**config.mk**
```make
export PLATFORM = sky130hd
export DESIGN_NAME = down_timer
export DESIGN_NICKNAME = d
export VERILOG_FILES = /design/src/rtl/down_timer.sv
export SDC_FILE = /design/constraint.sdc
export NUM_CORES = 1
export LEC_CHECK = 0
export ABC_AREA = 1
export BUFFER_PORTS_ARGS = -buffer_cell sky130_fd_sc_hd__clkbuf_2
export CORE_MARGIN = 4
export CORE_UTILIZATION = 48
export CTS_BUF_LIST = sky130_fd_sc_hd__clkbuf_2
export CTS_CLUSTER_DIAMETER = 150
export DETAILED_ROUTE_END_ITERATION = 16
export PLACE_DENSITY = 0.78
export SKIP_CTS_REPAIR_TIMING = 1
export SLEW_MARGIN = 20
export SYNTH_ARGS = -nofsm -noshare
export SYNTH_HDL_FRONTEND = slang
export SYNTH_SLANG_ARGS = --single-unit
export TNS_END_PERCENT = 50
```
**constraint.sdc**
```tcl
create_clock -name i_clk -period 1.4 [get_ports i_clk]
set_input_delay 0.07 -clock i_clk [delete_from_list [all_inputs] [get_ports i_clk]]
set_output_delay 0.07 -clock i_clk [all_outputs]
set_load 0.01 [all_outputs]
```
**src/rtl/down_timer.sv**
```systemverilog
// Loadable down-counter with start/pause control, one-shot or auto-reload expiry,
// and an error pulse when started with nothing to count.
module down_timer #(
  parameter int CW     = 16,
  parameter bit RELOAD = 1'b0
) (
  input  logic          i_clk,
  input  logic          i_rst,
  input  logic          i_load,
  input  logic [CW-1:0] i_value,
  input  logic          i_start,
  input  logic          i_stop,
  output logic [CW-1:0] o_count,
  output logic          o_busy,
  output logic          o_expired,
  output logic          o_err,
  output logic [1:0]    o_state
);

  // Handshake: all inputs are single-cycle level strobes sampled on the rising
  // edge; priority is i_load > i_stop > i_start; no ready/acknowledge is returned.
  typedef enum logic [1:0] {
    IDLE  = 2'd0,
    RUN   = 2'd1,
    PAUSE = 2'd2
  } state_e;

  state_e        state_q   = IDLE;
  state_e        state_d;
  logic [CW-1:0] count_q   = '0;
  logic [CW-1:0] count_d;
  logic [CW-1:0] reload_q  = '0;
  logic [CW-1:0] reload_d;
  logic          expired_q = 1'b0;
  logic          expired_d;
  logic          err_q     = 1'b0;
  logic          err_d;

  always_ff @(posedge i_clk) begin
    if (i_rst) begin
      state_q   <= IDLE;
      count_q   <= '0;
      reload_q  <= '0;
      expired_q <= 1'b0;
      err_q     <= 1'b0;
    end else begin
      state_q   <= state_d;
      count_q   <= count_d;
      reload_q  <= reload_d;
      expired_q <= expired_d;
      err_q     <= err_d;
    end
  end

  always_comb begin
    state_d   = state_q;
    count_d   = count_q;
    reload_d  = reload_q;
    expired_d = 1'b0;
    err_d     = 1'b0;

    if (i_load) begin
      count_d  = i_value;
      reload_d = i_value;
      state_d  = IDLE;
    end else begin
      unique case (state_q)
        IDLE: begin
          // A stop in the same cycle outranks start even though it does nothing here.
          if (!i_stop && i_start) begin
            if (count_q != '0) state_d = RUN;
            else               err_d   = 1'b1;
          end
        end
        RUN: begin
          if (i_stop) begin
            state_d = PAUSE;
          end else if (count_q == CW'(1)) begin
            expired_d = 1'b1;
            if (RELOAD) begin
              count_d = reload_q;
            end else begin
              count_d = '0;
              state_d = IDLE;
            end
          end else if (count_q == '0) begin
            // Unreachable in normal use; park safely rather than wrap.
            state_d = IDLE;
          end else begin
            count_d = count_q - CW'(1);
          end
        end
        PAUSE: begin
          if (!i_stop && i_start) state_d = RUN;
        end
        default: state_d = IDLE;
      endcase
    end
  end

  assign o_count   = count_q;
  assign o_busy    = (state_q == RUN);
  assign o_expired = expired_q;
  assign o_err     = err_q;
  assign o_state   = state_q;

endmodule

```
==> results of run 1 <==
-- power by group through the flow --
stage	registers, W	clock network [W]	logic, W
6_report	0.000659	0.000262	0.000815
4_1_cts	0.000647	0.000255	0.000663
3_5_place_dp	0.000659	0	0.000659
2_1_floorplan	0.000698	0	0.000339
3_3_place_gp	0.000657	0	0.000643
5_1_grt	0.000663	0.000287	0.000880
-- metal layers --
layer  vias up  part of all wire (%)  global-route usage (%)
met3        12                   6.6                   6.080
li1        877                     -                       -
met4         0                   2.0                   3.096
met5         -                     0                       0
met2        73                    51                   36.56
met1       830                    40                   26.27
-- layout make-up --
class | count | area [um^2] | share of cell area (%)
Timing Repair Buffer | 87 | 588.1 | 27.52
Sequential cell | 20 | 419.2 | 19.61
Multi-Input combinational cell | 182 | 998.5 | 46.72
Clock buffer | 3 | 15.01 | 0.7026
Clock inverter | 1 | 3.754 | 0.1756
Inverter | 17 | 73.82 | 3.454
Tap cell | 31 | 38.79 | 1.815
-- cells in the mapped netlist, drive strengths merged --
cell type and count:
nand2 66, nor2 63, o21ai 21, dfxtp 20
inv 17, nand3 13, a21oi 5, xor2 5
buf 4, ha 3, clkbuf 2, xnor2 2
a211oi 1, nand3b 1, nand4 1, nor3 1
-- per-stage QoR --
stage	TNS (ps)	power, W	setup WS (ps)	hold slack [ps]	utilization (%)
floorplan	0	0.001037	8.005	218.0	-
global placement	-627.3	0.001300	-66.96	345.8	68.24
detailed placement	-1376	0.001317	-100.2	345.6	68.24
CTS	-1790	0.001564	-131.5	-27.27	68.92
global route	-3042	0.001831	-264.1	-3.772	78.17
finish	-1961	0.001736	-170.0	2.872	78.17
-- registers in the layout (all words and copies together) (netlist names) --
name and count:
o_expired 1, o_err 1, o_state 2, o_count 16
-- logic make-up (layout without fill, tap and decap cells) --
logic type	count (synthesis)	after routing	synth area share, %
simple gates	145	145	44.44
compound gates	27	27	10.38
buf+inv	23	108	8.540
flops	20	20	29.38
xor+xnor	7	7	4.500
fa+ha+maj	3	3	2.755
-- how the worst max path moves through the flow --
stage	start	depth (start not counted)	to
2_1_floorplan	o_count[5]	9	o_count[7]
3_3_place_gp	o_count[13]	9	o_count[10]
3_5_place_dp	o_count[1]	10	o_count[15]
4_1_cts	o_count[13]	9	o_count[6]
5_1_grt	o_count[0]	9	o_count[6]
6_report	o_count[0]	10	o_count[0]
-- tightest hold or removal path, cell delays in order --
cell      delay [ps]
clkbuf_2          80
nand2_1           40
nand2_1           50
nor2_1            30
nor2_1            60
==> metrics.md, run 1 <==
| Metric | Value |
|---|---|
| CTS tree | yes |
| Int Power | 0.001045 W |
| Remaining global-route overflow | 0 |
| # port buffers | 41 |
| Tot GR Track Use | 21.03% |
| Layout cells sized above 1 | 44.84% |
| Final Cell Area | 0.002137 mm^2 |
| PD cells | 812.2 mW/mm^2 |
| Die width | about 61 um |
| # nets final | 335 |
| Crit-path max FO | 5 |
| CORE AREA | between 0.002 and 0.003 mm^2 |
| Fmax | 636.9 MHz |
| Hold Crit Depth | 5 |
| Initial Util | 49.84% |
| Reg power frac | between 30% and 40% |
| Mapped Nets | between 200 and 250 |
| Drt via density | 5.255 |
| Worst R2R Setup Slack | -170 ps |
| Layout fillers | 197 |
| Required @ worst endpoint | 1670 ps |
| Worst Reg2Reg Path Length in Cells | 10 |
| Post-DP HPWL | 2.938 mm |
| Mapped Cells | 225 |
| Crit path largest cell delay | 420 ps |
| Mean post-synth cell area | 6.056 um^2 |
| RR Endpoint | o_count[0] |
| Placed cell count | 330 |
| First-pass GRT wire length | ~6 mm |
| Status | complete, but fails checks |
| Slew @ Worst Pin | 583.4 ps |
| Die height | about 60 um |
| Skew final | 5.464 ps |
| Htree depth | 1 |
| WL per Instance | 14.25 um |
| Vias in the first global route | between 1000 and 1500 |
| Top-area cell type share of the netlist area | between 20 and 30% |
| Routability cong. | approximately 0.8 |
| Setup violators final | 16 |
| Hold path endpoint | o_count[9] |
| Most used cell, CP | nand2_2 |
| Standard-cell row count | 19 |
| ANT cells | 0 |
| Cell family with most CP delay | simple AND/OR/NAND/NOR gates |
| Synth warn | 0 |
| Register area share after synthesis | 29.38% |
| Worst Hold Class | input pin to register |
| Hold Violations, Final | 0 |
| Num CTS Buffers | 3 |
| Final wirelength | 4.858 mm |
| Via count | approximately 1800 |
| Min Tclk post-route | approximately 1600 ps |
| Combinational share of power | 46.9% |
| #FFs+latches synth | 20 |
| Failing checks | setup timing |
| I/O pin count | 42 |
| Largest net degree at the start of global routing | 17 |
| Dpl cell area | ~0.0019 mm^2 |
| Die area | 0.003755 mm^2 |
| Clk Latency, worst-skew pair | around 350 ps |
| Worst setup margin | -170.0 ps |
| Most frequent cells in the layout | 55 x nand2_1, 47 x nor2_1, 44 x clkbuf_2 |
| Num Clock Sinks | 20 |
| Critical Path Slowest Stage Cell | dfxtp_4 |
| Max Transition Viols Final | 0 |
| Synth unique cells | 23 |
| Fin cells | 341 |
| Clock transition at the registers of the reported paths | 200 ps |
| Psw | 0.0006910 W |
| CP Capture Type | register |
| DRC | 0 |
| Fin crit share | 112.1% |
| Max transition margin | 61.06% |
| Hold Startpoint | i_value[9] |
| CP arrival | 1840 ps |
| Clock power share | 15.1% |
| Antenna-violating nets left | 0 |
| Cell taking the most area after synthesis | dfxtp_1 |
| Dominant cells by area after synthesis | dfxtp_1 29%, nand2_1 18%, nor2_1 15% |
| CTS root buf | clkbuf_2 |
| Initial DRC count | 114 |
| Clk buf depth | 2 |
| Sw frac | 39.81% |
| Buf/Inv on CP | 2 |
| Most common cell after layout, fill and taps aside | nand2_1 |
| RSZ-0062 raised after global routing | true |
| VDD IR max | 0.7736 mV |
| WS Path Type | register to register |
| Max-cap violation count | 0 |
| CP Cell Sequence | inv_4 > ha_4 > nand2_2 > nor2_4 > nand2_2 > nand2_2 > nand3_4 > buf_8 > o21ai_1 > nor2_1 |
| Pre-Repair DR Iteration Count | 4 |
| Leak | 1.099 nW |
| Area delta synth->final | 56.84% |
| Critical Path Source Type | register |
| Synthesized cell area | 0.001363 mm^2 |
| Initial antenna violation count | 0 |
| Reg2reg start | o_count[0] |
No activity file was read; power rests on OpenSTA's default activity.
==> run 2: changes to the inputs <==
--- a/config.mk
+++ b/config.mk
@@ -8,11 +8,11 @@
 export ABC_AREA = 1
 export BUFFER_PORTS_ARGS = -buffer_cell sky130_fd_sc_hd__clkbuf_2
 export CORE_MARGIN = 4
-export CORE_UTILIZATION = 48
+export CORE_UTILIZATION = 45
 export CTS_BUF_LIST = sky130_fd_sc_hd__clkbuf_2
 export CTS_CLUSTER_DIAMETER = 150
 export DETAILED_ROUTE_END_ITERATION = 16
-export PLACE_DENSITY = 0.78
+export PLACE_DENSITY = 0.73
 export SKIP_CTS_REPAIR_TIMING = 1
 export SLEW_MARGIN = 20
 export SYNTH_ARGS = -nofsm -noshare
==> run 2 against run 1 <==
Against the previous run:
- the run still ends with setup timing left
- sequential cell count stayed put
- hold slack better by 23 ps
- sequential share of layout area is 0.14 points lower
- critical path type unchanged
- critical endpoint is now o_count[13]
==> metrics.md, run 2 (synthesized netlist as in run 1, its figures left out) <==
| Metric | Value |
|---|---|
| Status | complete, but fails checks |
| Worst Hold Class | input pin to register |
| DRC | 0 (unchanged) |
| CP Capture Type | register |
| Hold Startpoint | i_value[9] |
| Most frequent cells in the layout | 57 x nand2_1, 46 x nor2_1, 44 x clkbuf_2 |
| Hold Crit Depth | 5 (unchanged) |
| # port buffers | 41 (unchanged) |
| Max-cap violation count | 0 (unchanged) |
| Worst setup margin | -140.7 ps (+29.35 ps) |
| Final wirelength | 4.304 mm (-11%) |
| RR Endpoint | o_count[13] |
| Hold Violations, Final | 0 (unchanged) |
| Initial antenna violation count | 0 (unchanged) |
| Antenna-violating nets left | 0 (unchanged) |
| Min Tclk post-route | 1541 ps (-29.36 ps) |
| Fmax | 649.1 MHz (+1.9%) |
| Fin cells | 341 (unchanged) |
| Initial Util | 48.16% (-1.7 points) |
| Num CTS Buffers | 3 (unchanged) |
| Crit-path max FO | 5 (unchanged) |
| Htree depth | 1 (unchanged) |
| Setup TNS Final | -1699 ps (+262.4 ps) |
| # nets final | 335 (unchanged) |
| Largest net degree at the start of global routing | 17 (unchanged) |
| Final Cell Area | 0.002121 mm^2 (-0.76%) |
| Standard-cell row count | 19 (unchanged) |
| Int Power | 0.001039 W (-0.57%) |
| Via count | 1705 (-4.9%) |
| Tot GR Track Use | 18.90% (-2.1 points) |
| Clk Latency, worst-skew pair | 330 ps (-20 ps) |
| Skew final | 10.62 ps (+5.152 ps) |
| Dpl cell area | 0.001881 mm^2 (+0.80%) |
| Num Clock Sinks | 20 (unchanged) |
| Hold path endpoint | o_count[9] |
| Reg power frac | 38.5% (+0.5 points) |
| Psw | 0.0006615 W (-4.3%) |
| PD cells | 801.7 mW/mm^2 (-1.3%) |
| Hold Slack | 25.96 ps (+23.08 ps) |
| CTS tree | yes |
| Failing checks | setup timing |
| Clk buf depth | 2 (unchanged) |
| Clock power share | 14.8% (-0.3 points) |
| RSZ-0062 raised after global routing | true |
| WS Path Type | register to register |
| Reg2reg start | o_count[1] |
| Max transition margin | 51.57% (-9.5 points) |
| Drt via density | 5.000 (-4.9%) |
| Die width | 63.03 um (+2.8%) |
| Post-DP HPWL | 2.829 mm (-3.7%) |
| Die area | 0.003972 mm^2 (+5.8%) |
| Sw frac | 38.91% (-0.91 points) |
| Max FFs per register | 16 (unchanged) |
| Die height | 63.03 um (+2.8%) |
| Critical Path Source Type | register |
| Max Transition Viols Final | 0 (unchanged) |
| CORE AREA | 0.002829 mm^2 (+3.5%) |
| Final Core Density | 74.97% (-3.2 points) |
| Initial DRC count | 86 (-25%) |
| Remaining global-route overflow | 0 (unchanged) |
| Worst Reg2Reg Path Length in Cells | 10 (unchanged) |
| CTS root buf | clkbuf_2 |
| CP arrival | 1780 ps (-60 ps) |
| ANT cells | 0 (unchanged) |
| Fin crit share | 110.0% (-2.1 points) |
| VDD IR max | 0.6967 mV (-9.9%) |
| First-pass GRT wire length | 6.147 mm (+2.3%) |
| Pre-Repair DR Iteration Count | 4 (unchanged) |
| Vias in the first global route | 1430 (+0.70%) |
| Leak | 1.085 nW (-1.2%) |
| I/O pin count | 42 (unchanged) |
| Setup violators final | 16 (unchanged) |
| Worst R2R Setup Slack | -140 ps (+30 ps) |
| Required @ worst endpoint | 1640 ps (-30 ps) |
| Clock transition at the registers of the reported paths | 200 ps (about the same) |
| Placed cell count | 332 (+0.61%) |
| WL per Instance | 12.62 um (-11%) |
| Slew @ Worst Pin | 725.6 ps (+142.2 ps) |
| Area delta synth->final | 55.65% |
| Routability cong. | 0.8409 (+2.9%) |
| Combinational share of power | 46.8% (about the same) |
| Layout cells sized above 1 | 45.81% (+0.97 points) |
| Most common cell after layout, fill and taps aside | nand2_1 |
run 2: worst max-delay path: stages, from the launching register on:
cell and delay, ps:
dfxtp_2 380, inv_4 80, ha_4 130, nand2_2 60, nor2_4 160, nand3_2 120, nand3_4 170, buf_6 150
nand2_1 50, nor2_1 90, nor2_1 40
run 2: stage by stage:
step / total power (W) / setup WS (ps)
after floorplan: 0.001037 / 8.005
after global placement: 0.001314 / -59.62
after detailed placement: 0.001323 / -99.91
after CTS: 0.001562 / -125.1
after global routing: 0.001809 / -227.7
final: 0.001700 / -140.7
run 2: worst max path at each step:
stage	from	endpoint	slack, ps	cells after the start
floorplan	o_count[5]	o_count[7]	8	9
global placement	o_count[13]	o_count[10]	-60	9
detailed placement	o_count[1]	o_count[7]	-100	10
CTS	o_count[1]	o_count[12]	-130	10
global route	o_count[15]	o_count[11]	-230	10
finish	o_count[1]	o_count[13]	-140	10
run 2: power groups by stage:
stage	combinational (W)	sequential (W)	clock [W]
floorplan	0.000339	0.000698	0
global placement	0.000657	0.000657	0
detailed placement	0.000665	0.000658	0
CTS	0.000669	0.000646	0.000247
global route	0.000873	0.000659	0.000277
finish	0.000795	0.000654	0.000251
run 2: per-layer routing:
layer | global-route usage, % | vias up | share of wire (%)
met1 | 25.66 | 763 | 45
li1 | - | 881 | -
met3 | 3.777 | 4 | 6.6
met4 | 4.132 | 0 | 0.51
met5 | 0 | - | 0
met2 | 30.70 | 57 | 48
run 2: layout make-up:
class,instances,area [um^2]
fill,234,708.2
sequential,20,412.9
clock buffer,3,15.01
multi-input combinational,182,1006
tap,31,38.79
clock inverter,1,3.754
inverter,17,73.82
timing repair buffer,87,570.5
==> run 3: changes to the inputs <==
--- a/config.mk
+++ b/config.mk
@@ -5,16 +5,15 @@
 export SDC_FILE = /design/constraint.sdc
 export NUM_CORES = 1
 export LEC_CHECK = 0
-export ABC_AREA = 1
 export BUFFER_PORTS_ARGS = -buffer_cell sky130_fd_sc_hd__clkbuf_2
 export CORE_MARGIN = 4
 export CORE_UTILIZATION = 45
 export CTS_BUF_LIST = sky130_fd_sc_hd__clkbuf_2
 export CTS_CLUSTER_DIAMETER = 150
 export DETAILED_ROUTE_END_ITERATION = 16
-export PLACE_DENSITY = 0.73
+export HOLD_SLACK_MARGIN = 0.1
+export PLACE_DENSITY = 0.74
 export SKIP_CTS_REPAIR_TIMING = 1
-export SLEW_MARGIN = 20
 export SYNTH_ARGS = -nofsm -noshare
 export SYNTH_HDL_FRONTEND = slang
 export SYNTH_SLANG_ARGS = --single-unit
==> run 3 against run 2 <==
Against the previous run:
- the run still ends with setup timing left
- global-route usage up 7.9 points
- clock-buffer cell count unchanged
- die area down 2.6%
- first-iteration DRC count up 83%
- setup slack worse by 680 ps
- wire length up 40%
- critical endpoint unchanged
==> metrics.md, run 3 <==
| Metric | Value |
|---|---|
| Clk buf depth | 2 (unchanged) |
| Mapped Nets | 197 (-21%) |
| VDD IR max | 0.6313 mV (-9.4%) |
| CP Capture Type | register |
| Synth top cells by count | 23 x nand2_1, 20 x dfxtp_1, 15 x nor2_1 |
| Pre-Repair DR Iteration Count | 5 (+1) |
| Synthesized cell area | 0.001323 mm^2 (-2.9%) |
| Post-DP HPWL | 4.118 mm (+46%) |
| Most frequent cells in the layout | 63 x buf_4, 44 x clkbuf_2, 22 x nand2_1 |
| FFs w/ async S/R, synth | 0% (unchanged) |
| Initial antenna violation count | 0 (unchanged) |
| Cell family with most CP delay | simple AND/OR/NAND/NOR gates |
| Worst setup margin | -825.1 ps (-684.4 ps) |
| Most common cell after layout, fill and taps aside | buf_4 |
| Critical Path Source Type | register |
| Max transition margin | 77.40% (+26 points) |
| Num Clock Sinks | 20 (unchanged) |
| Required @ worst endpoint | 1670 ps (+30 ps) |
| RSZ-0062 raised after global routing | true |
| Clock transition at the registers of the reported paths | 240 ps (+40 ps) |
| Mean post-synth cell area | 7.645 um^2 (+26%) |
| Failing checks | setup timing |
| CP arrival | 2490 ps (+710 ps) |
| Status | complete, but fails checks |
| CORE AREA | 0.002781 mm^2 (-1.7%) |
| Htree depth | 1 (unchanged) |
| CTS tree | yes |
| Die width | 62.21 um (-1.3%) |
| Mapped Cells | 173 (-23%) |
| Hold Violations, Final | 0 (unchanged) |
| Met3 WL | 548 um (+92%) |
| Via count | 1993 (+17%) |
| Worst R2R Setup Slack | -830 ps (-680 ps) |
| Crit-path max FO | 6 (+1) |
| Max Used Layer | met4 |
| WS Path Type | register to register |
| Largest net degree at the start of global routing | 16 (-1) |
| ANT cells | 0 (unchanged) |
| Fmax | 449.4 MHz (-31%) |
| Max FFs per register | 16 (unchanged) |
| Layout cells sized above 1 | 51.19% (+5.4 points) |
| Dominant cells by area after synthesis | dfxtp_1 30%, nand2_1 6.5%, nor2_1 4.3% |
| Critical Path Slowest Stage Cell | or4b_4 |
| Drt via density | 6.151 (+23%) |
| DRC | 0 (unchanged) |
| Final Cell Area | 0.002374 mm^2 (+12%) |
| Leak | 1.059 nW (-2.4%) |
| Ys flop type | dfxtp_1 |
| Fin cells | 324 (-5.0%) |
| CP Cell Sequence | inv_4 > ha_4 > or4b_4 > or4_4 > o21ai_4 > buf_4 > a21oi_1 > o32ai_1 |
| Clk Latency, worst-skew pair | 360 ps (+30 ps) |
| Remaining global-route overflow | 0 (unchanged) |
| WL per Instance | 18.58 um (+47%) |
| Register area share after synthesis | 30.27% (+0.89 points) |
| Sequential cell area | 411.6 um^2 (-0.30%) |
| Antenna-violating nets left | 0 (unchanged) |
| Worst Hold Class | input pin to register |
| Length of routed met2 wiring | 2.895 mm (+40%) |
| Top-count cell post-synth | nand2_1 |
| # nets final | 318 (-5.1%) |
| Die height | 62.21 um (-1.3%) |
| Setup violators final | 19 (+3) |
| Crit path largest cell delay | 460 ps (+80 ps) |
| Cell taking the most area after synthesis | dfxtp_1 |
| Standard-cell row count | 19 (unchanged) |
| PnR Total Power | 0.001770 W (+4.1%) |
| Fin crit share | 158.9% (+49 points) |
| Slew @ Worst Pin | 338.6 ps (-387.0 ps) |
| Initial DRC count | 157 (+83%) |
| Met1 wire length | 2.386 mm (+24%) |
| I/O pin count | 42 (unchanged) |
| Multi-input gate area | 0.001001 mm^2 (-0.50%) |
| #FFs+latches synth | 20 (unchanged) |
| Area delta synth->final | 79.47% |
| Initial Util | 47.55% (-0.62 points) |
| CTS root buf | clkbuf_2 |
| Final wirelength | 6.021 mm (+40%) |
| PD cells | 745.7 mW/mm^2 (-7.0%) |
| Layout fillers | 165 (-29%) |
| Num CTS Buffers | 3 (unchanged) |
| Max-cap violation count | 0 (unchanged) |
| First-pass GRT wire length | 8.569 mm (+39%) |
| DP Worst Slack | -770.8 ps (-670.9 ps) |
| Max Transition Viols Final | 0 (unchanged) |
| Die area | 0.003870 mm^2 (-2.6%) |
| Number of synthesized flops with an enable pin | 0 (unchanged) |
| Skew final | 14.53 ps (+3.914 ps) |
| Dpl cell area | 0.002032 mm^2 (+8.1%) |
| # port buffers | 41 (unchanged) |
| Vias in the first global route | 1788 (+25%) |
| Tot GR Track Use | 26.80% (+7.9 points) |
| Synth unique cells | 44 (+91%) |
| Min Tclk post-route | 2225 ps (+684.4 ps) |
| Routability cong. | 0.9609 (+14%) |
| Synth warn | 0 (unchanged) |
| Top-area cell type share of the netlist area | 30.27% (+0.89 points) |
| Buf/Inv on CP | 2 (unchanged) |
| Placed cell count | 300 (-9.6%) |
## run 3: per-layer routing
layer | vias to the layer above | track usage, %
li1 | 907 | -
met1 | 916 | 34.47
met2 | 143 | 44.43
met3 | 27 | 5.225
met4 | 0 | 8.672
met5 | - | 0
## run 3: path summary, 6_finish.rpt
check | endpoint | start | cells past startpoint
worst max-delay path | o_count[13] | o_count[1] | 8
worst min-delay path | o_expired | i_stop | 4
worst max register to register | o_count[13] | o_count[1] | 8
worst min register to register | o_err | o_state[1] | 2
## run 3: layout make-up
class	instances	share of cell area, %
clock inverter	1	0.1581
clock buffer	3	0.6326
sequential	20	17.34
multi-input combinational	139	42.17
tap	31	1.634
inverter	7	1.318
timing repair buffer	123	36.74
## run 3: per-stage QoR
step | hold slack, ps | setup TNS (ps) | utilization, %
after global routing | 91.29 | -13390 | 85.34
after detailed placement | 336.8 | -11750 | 73.05
final | 90.50 | -12190 | 85.34
after global placement | 328.9 | -10820 | 73.05
after CTS | -51.12 | -12650 | 73.73
after floorplan | 229.5 | -8891 | -
## run 3: cells by family after synthesis
family                     share of synthesized area [%]
adders and majority gates                          2.839
buffers and inverters                              3.973
DFF                                                30.27
AOI/OAI and AO/OA                                  30.56
and+or+nand+nor                                    32.35
## run 3: tightest hold or removal path, delay by kind of cell
family / cells / cell delay [ps]
buf+inv: 2 / 190
simple gates: 2 / 160
## run 3: report_power, final
| group | total [W] | switching (W) | internal (W) |
|---|---|---|---|
| clock | 0.000280 | 0.000218 | 0.0000621 |
| combinational | 0.000859 | 0.000423 | 0.000436 |
| sequential | 0.000631 | 0.0000245 | 0.000607 |
